File: config.mk
export PLATFORM = sky130hd
export DESIGN_NAME = tage_uclear_sched_flat
export DESIGN_NICKNAME = d
export VERILOG_FILES = /design/src/rtl/tage_uclear_sched_pkg.sv /design/src/rtl/tage_uclear_sched_if.sv /design/src/rtl/tage_uclear_sched.sv /design/src/flat_wrapper.sv
export SDC_FILE = /design/constraint.sdc
export NUM_CORES = 1
export LEC_CHECK = 0
export ABC_AREA = 0
export ABC_CLOCK_PERIOD_IN_PS = 2000
export CAP_MARGIN = 25
export CORE_ASPECT_RATIO = 1.75
export CORE_MARGIN = 4
export CORE_UTILIZATION = 47
export CTS_CLUSTER_DIAMETER = 50
export CTS_CLUSTER_SIZE = 25
export DETAILED_ROUTE_END_ITERATION = 10
export PLACE_DENSITY = 0.79
export RECOVER_POWER = 25
export SYNTH_ARGS = -nofsm -noshare
export SYNTH_HDL_FRONTEND = slang
export SYNTH_SLANG_ARGS = --single-unit
File: constraint.sdc
create_clock -name clk -period 2 [get_ports clk]
set_input_delay 0.4 -clock clk [delete_from_list [all_inputs] [get_ports clk]]
set_output_delay 0.4 -clock clk [all_outputs]
set_load 0.01 [all_outputs]
File: src/rtl/tage_uclear_sched_pkg.sv
// rtl/tage_uclear_sched_pkg.sv - shared TAGE u-bank definitions for the clear scheduler
package tage_uclear_sched_pkg;

  localparam int TAGE_U_SIZE     = 2;
  // Width of the global reset-u counter that produces reset_req (used by the instantiating logic).
  localparam int TAGE_RESETU_CTR = 19;

  typedef enum logic {
    UC_IDLE  = 1'b0,
    UC_SWEEP = 1'b1
  } uclear_state_t;

endpackage

File: src/rtl/tage_uclear_sched_if.sv
// rtl/tage_uclear_sched_if.sv - request/update and u RAM write-port bundle for the clear scheduler
interface tage_uclear_sched_if #(
  parameter int ADDR_W = 10,
  parameter int U_W    = 2
);

  logic              reset_req;
  logic              upd_valid;
  logic              upd_ready;
  logic [ADDR_W-1:0] upd_idx;
  logic [U_W-1:0]    upd_u;
  logic              port_we;
  logic [ADDR_W-1:0] port_waddr;
  logic [U_W-1:0]    port_wdata;
  logic              sweep_busy;
  logic              sweep_done;

  modport master (
    output reset_req, upd_valid, upd_idx, upd_u,
    input  upd_ready, port_we, port_waddr, port_wdata, sweep_busy, sweep_done
  );

  modport slave (
    input  reset_req, upd_valid, upd_idx, upd_u,
    output upd_ready, port_we, port_waddr, port_wdata, sweep_busy, sweep_done
  );

endinterface

File: src/rtl/tage_uclear_sched.sv
// rtl/tage_uclear_sched.sv - shares one u-bank write port between commit updates and a row-by-row clear sweep
module tage_uclear_sched
  import tage_uclear_sched_pkg::*;
#(
  parameter int DEPTH     = 1024,
  parameter int ADDR_W    = $clog2(DEPTH),
  parameter int U_W       = TAGE_U_SIZE,
  parameter int MAX_DEFER = 8
) (
  input  logic clk,
  input  logic rst,
  tage_uclear_sched_if.slave bus
);

  localparam int                 DEFER_W   = $clog2(MAX_DEFER + 1);
  localparam logic [ADDR_W-1:0]  LAST_ROW  = ADDR_W'(DEPTH - 1);
  localparam logic [DEFER_W-1:0] DEFER_MAX = DEFER_W'(MAX_DEFER);

  uclear_state_t      state_q, state_d;
  logic [ADDR_W-1:0]  sweep_ptr_q, sweep_ptr_d;
  logic [DEFER_W-1:0] defer_cnt_q, defer_cnt_d;
  logic               pending_q, pending_d;
  logic               done_q, done_d;
  logic               sweep_slot;

  always_ff @(posedge clk or posedge rst) begin
    if (rst) begin
      state_q     <= UC_IDLE;
      sweep_ptr_q <= '0;
      defer_cnt_q <= '0;
      pending_q   <= 1'b0;
      done_q      <= 1'b0;
    end else begin
      state_q     <= state_d;
      sweep_ptr_q <= sweep_ptr_d;
      defer_cnt_q <= defer_cnt_d;
      pending_q   <= pending_d;
      done_q      <= done_d;
    end
  end

  // The sweeper takes the port when nobody else wants it, or after losing MAX_DEFER times in a row.
  assign sweep_slot = ~bus.upd_valid | (defer_cnt_q == DEFER_MAX);

  always_comb begin
    state_d        = state_q;
    sweep_ptr_d    = sweep_ptr_q;
    defer_cnt_d    = defer_cnt_q;
    pending_d      = pending_q;
    done_d         = 1'b0;
    bus.upd_ready  = 1'b1;
    bus.port_we    = bus.upd_valid;
    bus.port_waddr = bus.upd_idx;
    bus.port_wdata = bus.upd_u;
    bus.sweep_busy = 1'b0;

    case (state_q)
      UC_IDLE: begin
        if (bus.reset_req) begin
          state_d     = UC_SWEEP;
          sweep_ptr_d = '0;
          defer_cnt_d = '0;
          pending_d   = 1'b0;
        end
      end

      UC_SWEEP: begin
        bus.sweep_busy = 1'b1;
        if (bus.reset_req) pending_d = 1'b1;
        if (sweep_slot) begin
          bus.port_we    = 1'b1;
          bus.port_waddr = sweep_ptr_q;
          bus.port_wdata = '0;
          bus.upd_ready  = 1'b0;
          defer_cnt_d    = '0;
          if (sweep_ptr_q == LAST_ROW) begin
            done_d      = 1'b1;
            sweep_ptr_d = '0;
            // A request arriving with the final write still earns a fresh sweep; all requests collapse to one.
            if (pending_q | bus.reset_req) pending_d = 1'b0;
            else                           state_d   = UC_IDLE;
          end else begin
            sweep_ptr_d = sweep_ptr_q + 1'b1;
          end
        end else begin
          defer_cnt_d = defer_cnt_q + 1'b1;
        end
      end

      default: state_d = UC_IDLE;
    endcase

    if (rst) begin
      bus.port_we    = 1'b0;
      bus.upd_ready  = 1'b1;
      bus.sweep_busy = 1'b0;
    end
  end

  assign bus.sweep_done = done_q;

endmodule

File: src/flat_wrapper.sv
// flat-port wrapper written by rule: the top's interface ports become plain ports
module tage_uclear_sched_flat import tage_uclear_sched_pkg::*;
#(
  parameter int DEPTH     = 1024,
  parameter int ADDR_W    = $clog2(DEPTH),
  parameter int U_W       = TAGE_U_SIZE,
  parameter int MAX_DEFER = 8
)
  (clk, rst, bus_reset_req, bus_upd_valid, bus_upd_idx, bus_upd_u, bus_upd_ready, bus_port_we, bus_port_waddr, bus_port_wdata, bus_sweep_busy, bus_sweep_done);
  tage_uclear_sched_if #(.ADDR_W(ADDR_W), .U_W(U_W)) bus_i ();
  input  logic clk;
  input  logic rst;
  input wire logic [$bits(bus_i.reset_req)-1:0] bus_reset_req;
  input wire logic [$bits(bus_i.upd_valid)-1:0] bus_upd_valid;
  input wire logic [$bits(bus_i.upd_idx)-1:0] bus_upd_idx;
  input wire logic [$bits(bus_i.upd_u)-1:0] bus_upd_u;
  output wire logic [$bits(bus_i.upd_ready)-1:0] bus_upd_ready;
  output wire logic [$bits(bus_i.port_we)-1:0] bus_port_we;
  output wire logic [$bits(bus_i.port_waddr)-1:0] bus_port_waddr;
  output wire logic [$bits(bus_i.port_wdata)-1:0] bus_port_wdata;
  output wire logic [$bits(bus_i.sweep_busy)-1:0] bus_sweep_busy;
  output wire logic [$bits(bus_i.sweep_done)-1:0] bus_sweep_done;
  assign bus_i.reset_req = bus_reset_req;
  assign bus_i.upd_valid = bus_upd_valid;
  assign bus_i.upd_idx = bus_upd_idx;
  assign bus_i.upd_u = bus_upd_u;
  assign bus_upd_ready = bus_i.upd_ready;
  assign bus_port_we = bus_i.port_we;
  assign bus_port_waddr = bus_i.port_waddr;
  assign bus_port_wdata = bus_i.port_wdata;
  assign bus_sweep_busy = bus_i.sweep_busy;
  assign bus_sweep_done = bus_i.sweep_done;
  tage_uclear_sched #(.DEPTH(DEPTH), .ADDR_W(ADDR_W), .U_W(U_W), .MAX_DEFER(MAX_DEFER)) u_core (.clk(clk), .rst(rst), .bus(bus_i));
endmodule
## After elaboration in Yosys (flattened, before gate mapping)

Index checks and enable logic that the tools add are counted.

| cells by class | value |
|---|---|
| $add $sub $neg | 2 |
| reduce and logical (&&, ||, !) cells | 1 |
| mux-type cells | 33 |
| eq/ne operators | 4 |
| bitwise operators | 4 |

Operator list:

| cell | number |
|---|---|
| $mux 10 | 5 |
| $mux 1 | 20 |
| $pmux 10 s2 | 1 |
| $add 10x1->10 const B | 1 |
| $eq 10x10->1 const B | 1 |
| $mux 4 | 2 |
| $pmux 4 s2 | 1 |
| $add 4x1->4 const B | 1 |
| $eq 4x4->1 const B | 1 |
| $mux 2 | 2 |
| $ne 2x2->1 const B | 2 |
| $pmux 1 s2 | 2 |
| $not 1->1 | 2 |
| $or 1x1->1 | 2 |
| $reduce_and 2->1 | 1 |

| storage, ports and cells | value |
|---|---|
| logic and storage cells | 49 |
| bits in registers | 17 |
| output and inout port bits | 16 |

## Depth between registers and ports, before layout

| depth | value |
|---|---|
| word-level depth | 5 |
| depth in mapped cells | 8 |

## Worst setup path after synthesis

OpenSTA, ideal clock, no wires.

| path | value |
|---|---|
| path kind | register -> output |
| start | reg u_core.defer_cnt_q[0] |
| end | out bus_port_waddr[0] |
| arrival | 1.409 ns |
| required time | 1.600 ns |
| stages on the path, launching flop included | 7 |
| path slack | 0.191 ns |
| path through | dfrtp_1 > inv_1 > ha_1 > nand3b_4 > a21bo_4 > buf_6 > o21ai_0 |

| on the way | value |
|---|---|
| cells in the longest elaborated chain, start to end | 4 |

RTL lines:

| what | line | source |
|---|---|---|
| start: declaration | tage_uclear_sched.sv:21 | `logic [DEFER_W-1:0] defer_cnt_q, defer_cnt_d;` |
| start signal: assignment | tage_uclear_sched.sv:36 | `defer_cnt_q <= defer_cnt_d;` |
| $eq 4x4->1 | tage_uclear_sched.sv:43 | `assign sweep_slot = ~bus.upd_valid \| (defer_cnt_q == DEFER_MAX);` |
| $or 1x1->1 | tage_uclear_sched.sv:43 |  |
| $mux 10 | tage_uclear_sched.sv:70 | `if (sweep_slot) begin` |
| $mux 10 | tage_uclear_sched.sv:57 | `case (state_q)` |
| end: declaration | flat_wrapper.sv:19 | `output wire logic [$bits(bus_i.port_waddr)-1:0] bus_port_waddr;` |

Every way passes these cells.

## Worst setup path in the final report

| path | value |
|---|---|
| start | in rst |
| end | out bus_port_we |

| on the way | value |
|---|---|
| cells in the longest elaborated chain, start to end | 1 |

RTL lines:

| what | line | source |
|---|---|---|
| start: declaration | flat_wrapper.sv:12 | `input logic rst;` |
| $mux 1 | tage_uclear_sched.sv:93 | `if (rst) begin` |
| end: declaration | flat_wrapper.sv:18 | `output wire logic [$bits(bus_i.port_we)-1:0] bus_port_we;` |

Every way passes these cells.

==> summary.md <==
| Metric | Value |
|---|---|
| Slowest stage delay, CP | 0.59 ns |
| Routability cong. | 0.828 |
| Synthesized area per cell | 8.73 um2 |
| Height of the chip | 73 um |
| Layout area overhead | 48.5% |
| Critical-path top delay cell | dlygate4sd3_1 |
| H-tree levels | 1 |
| Clock power frac | 27.2% |
| Met2 Use GR | 37.9% |
| Clock latency on the worst-skew pair | 0.25 ns |
| Worst setup margin | -0.0891 ns |
| Hold depth | 1 |
| Post-Place Cell Area | 1520 um2 |
| Syn Std Cell Area | 1130 um2 |
| DR vias | 1182 |
| Die W | 45.1 um |
| Clock tree buffer depth | 2 |
| Seq/Total Area, Yosys | 37.5% |
| Core box area | 2300 um2 |
| Post-synth EDFFs | 0 |
| NetSw | 0.294 mW |
| Root Buffer | clkbuf_8 |
| Hpwl dp | 2.12 mm |
| CP Launch Point | rst |
| IO Port Bufs | 31 |
| Placed cells | 191 |
| Worst vdd ir | 0.628 mV |
| Final worst path period share | 104% |
| Synth Flop Type | dfrtp_1 |
| Crit Path Category | input port to output pin |
| Min-delay src | u_core.sweep_ptr_q[9]$_DFFE_PP0P_ |
| Setup TNS | -0.467 ns |
| Register area | 427 um2 |
| Final hold vios | 0 |
| Vias in the first global route | 1236 |
| Antenna violations before repair | 0 |
| Leak Pwr | 0.828 nW |
| Stages on worst setup path | 3 |
| Fillers | 193 |
| Register-to-Register Path Depth | 9 |
| Via density | 5.68 |
| N_diodes | 0 |
| Total congestion overflow | 0 |
| Slew Viols, Final | 0 |
| Post-Syn Instances | 130 |
| Commonest non-fill, non-tap cell in the layout | nand2_1 |
| Routed WL | 3.30 mm |
| Comb power frac | 29.1% |
| Slew headroom | 36.3% |
| Wirelength per Cell | 15.8 um |
| GRT Max-Usage Layer | met2 |
| Syn_nets | 149 |
| CTS tree | yes |
| Crit path max fanout | 3 |
| Crit path max-delay family | buffers and inverters |
| # DRC | 0 |
| Reg clk slew, reported paths | 0.07 ns |
| GRT met3 Usage | 5.43% |
| Power share of the sequential group | 43.7% |
| Fin nets | 203 |
| Unrepaired setup endpoints after global routing | true |
| Gr usage total | 22.6% |
| R2r startpoint | u_core.defer_cnt_q[0]$_DFFE_PP0P_ |
| Crit path cell chain | dlygate4sd3_1 > nor2_1 > clkdlybuf4s50_1 |
| Failing checks | negative setup slack |
| Run status | finished with violations |
| Setup violators final | 11 |
| Hold bufs inserted after CTS | 0 |
| FMAX | 0.479 GHz |
| Routed Antenna Nets | 0 |
| Buffers & Inverters on Critical Path | 2 |
| CP required | 1.60 ns |
| Die area | 3300 um2 |
| # IOs | 32 |
| Post-synth cell types | 37 |
| Pwr Density | 571 nW/um2 |
| Internal | 0.668 mW |
| Clk sinks | 17 |
| Grt met1 use | 24.3% |
| Non-filler cells, final | 208 |
| Worst Skew | 0.00306 ns |
| Total iterations of the first detailed-routing run | 4 |
| Core Rows | 23 |
| Initial DRC count | 37 |
| Startpoint Class | input port |
| Multi-input gate area | 691 um2 |
| Max-cap check violation count | 0 |
| Setup WS pre-CTS | -0.341 ns |
| Num CTS Buffers | 3 |
| Commonest non-fill, non-tap cells in the layout | nand2_1 (23), buf_4 (17), clkdlybuf4s50_1 (16), dfrtp_1 (16), buf_2 (9) |
| Endpoint type of the worst setup path | output pin |
| Largest net degree at the start of global routing | 18 |
| First-pass GRT wire length | 5.49 mm |
| Fin crit period | 2.09 ns |
| Cell area after layout | 1690 um2 |
| Synth async-reset ratio | 100% |
| Layout cells sized above 1 | 33.3% |
| Slew @ Worst Pin | 0.956 ns |
| Ys Warns | 0 |
| Sw Share | 30.6% |
| Synth Register Bits | 17 |
| Starting Density | 49.3% |
| Min-delay worst type | register to register |
| CP arrival | 1.69 ns |
-- layer usage --
layer  share of wire (%)  wire [um]  vias up
met1                  36       1190      560
met5                   0          0        -
li1                    -          -      565
met3                 6.8        224        8
met2                  54       1780       49
met4                 2.9         97        0
-- cell families (layout without fill, tap and decap cells) --
group / count (synthesis) / count (layout) / share of synthesized area, %
AO/OA/AOI/OAI: 31 / 32 / 22.1
XOR/XNOR: 1 / 1 / 0.772
adder cells (fa/ha/maj): 3 / 3 / 3.31
buffers and inverters: 12 / 64 / 6.73
flip-flops: 17 / 17 / 37.5
AND/OR/NAND/NOR: 66 / 66 / 29.7
-- synth_stat cells (3+ instances only) --
cell type | n | area (um2)
nand2b_1 | 3 | 18.8
nor2b_1 | 4 | 25.0
nor2_1 | 6 | 22.5
inv_1 | 6 | 22.5
o21ai_0 | 7 | 35.0
and3_1 | 3 | 18.8
a31oi_1 | 5 | 31.3
nand2_1 | 31 | 116
o21ai_2 | 3 | 26.3
nand3_1 | 8 | 40.0
ha_1 | 3 | 37.5
and4_1 | 3 | 26.3
dfrtp_1 | 17 | 425
-- flip-flops by register name (all words and copies together), names as in the netlist --
name / count
u_core.sweep_ptr_q: 10
u_core.defer_cnt_q: 4
u_core.bus.sweep_done: 1
u_core.pending_q: 1
u_core.state_q: 1
-- power by group through the flow --
stage	sequential, mW	combinational [mW]	clock, mW
after floorplan	0.414	0.139	0
after global placement	0.421	0.256	0
after detailed placement	0.423	0.266	0
after CTS	0.419	0.276	0.263
after global routing	0.427	0.310	0.282
final	0.421	0.280	0.262
-- final timing paths --
check,end,slack [ns]
worst max-delay path,bus_port_we,-0.09
worst min-delay path,u_core.sweep_ptr_q[9]$_DFFE_PP0P_,0.54
worst max register to register,u_core.sweep_ptr_q[8]$_DFFE_PP0P_,0.10
worst min register to register,u_core.sweep_ptr_q[9]$_DFFE_PP0P_,0.54
max in group asynchronous,u_core.state_q$_DFF_PP0_,0.31
min in group asynchronous,u_core.sweep_ptr_q[6]$_DFFE_PP0P_,1.05
-- final cells by class --
type | count | share of cell area, %
Timing Repair Buffer | 54 | 27.8
Sequential cell | 17 | 25.3
Multi-Input combinational cell | 102 | 41.0
Tap cell | 25 | 1.86
Clock buffer | 4 | 2.67
Inverter | 6 | 1.34
-- worst reg2reg max path, cell delays in order (launching register included) --
cell      delay (ns)
dfrtp_1         0.37
inv_1           0.06
ha_2            0.18
nand3b_4        0.12
buf_4           0.15
buf_4           0.12
buf_4           0.14
a31oi_4         0.32
o21ai_2         0.10
a22o_1          0.24
-- metrics by stage --
stage,power (mW),hold slack [ns],util [%]
final,0.962,0.543,73.2
after detailed placement,0.689,0.521,65.9
after global placement,0.678,0.506,65.9
after global routing,1.02,0.570,73.2
after CTS,0.958,0.547,71.5
after floorplan,0.552,0.334,-
-- what timing repair did --
action / 4_1_cts / 5_1_grt
pin swaps: 4 / 7
gates cloned: 2 / 0
buffers inserted: 9 / 4
gates resized for setup: 67 / 14
setup endpoints to repair: 14 / 15
Power figures use the tool's default switching activity.
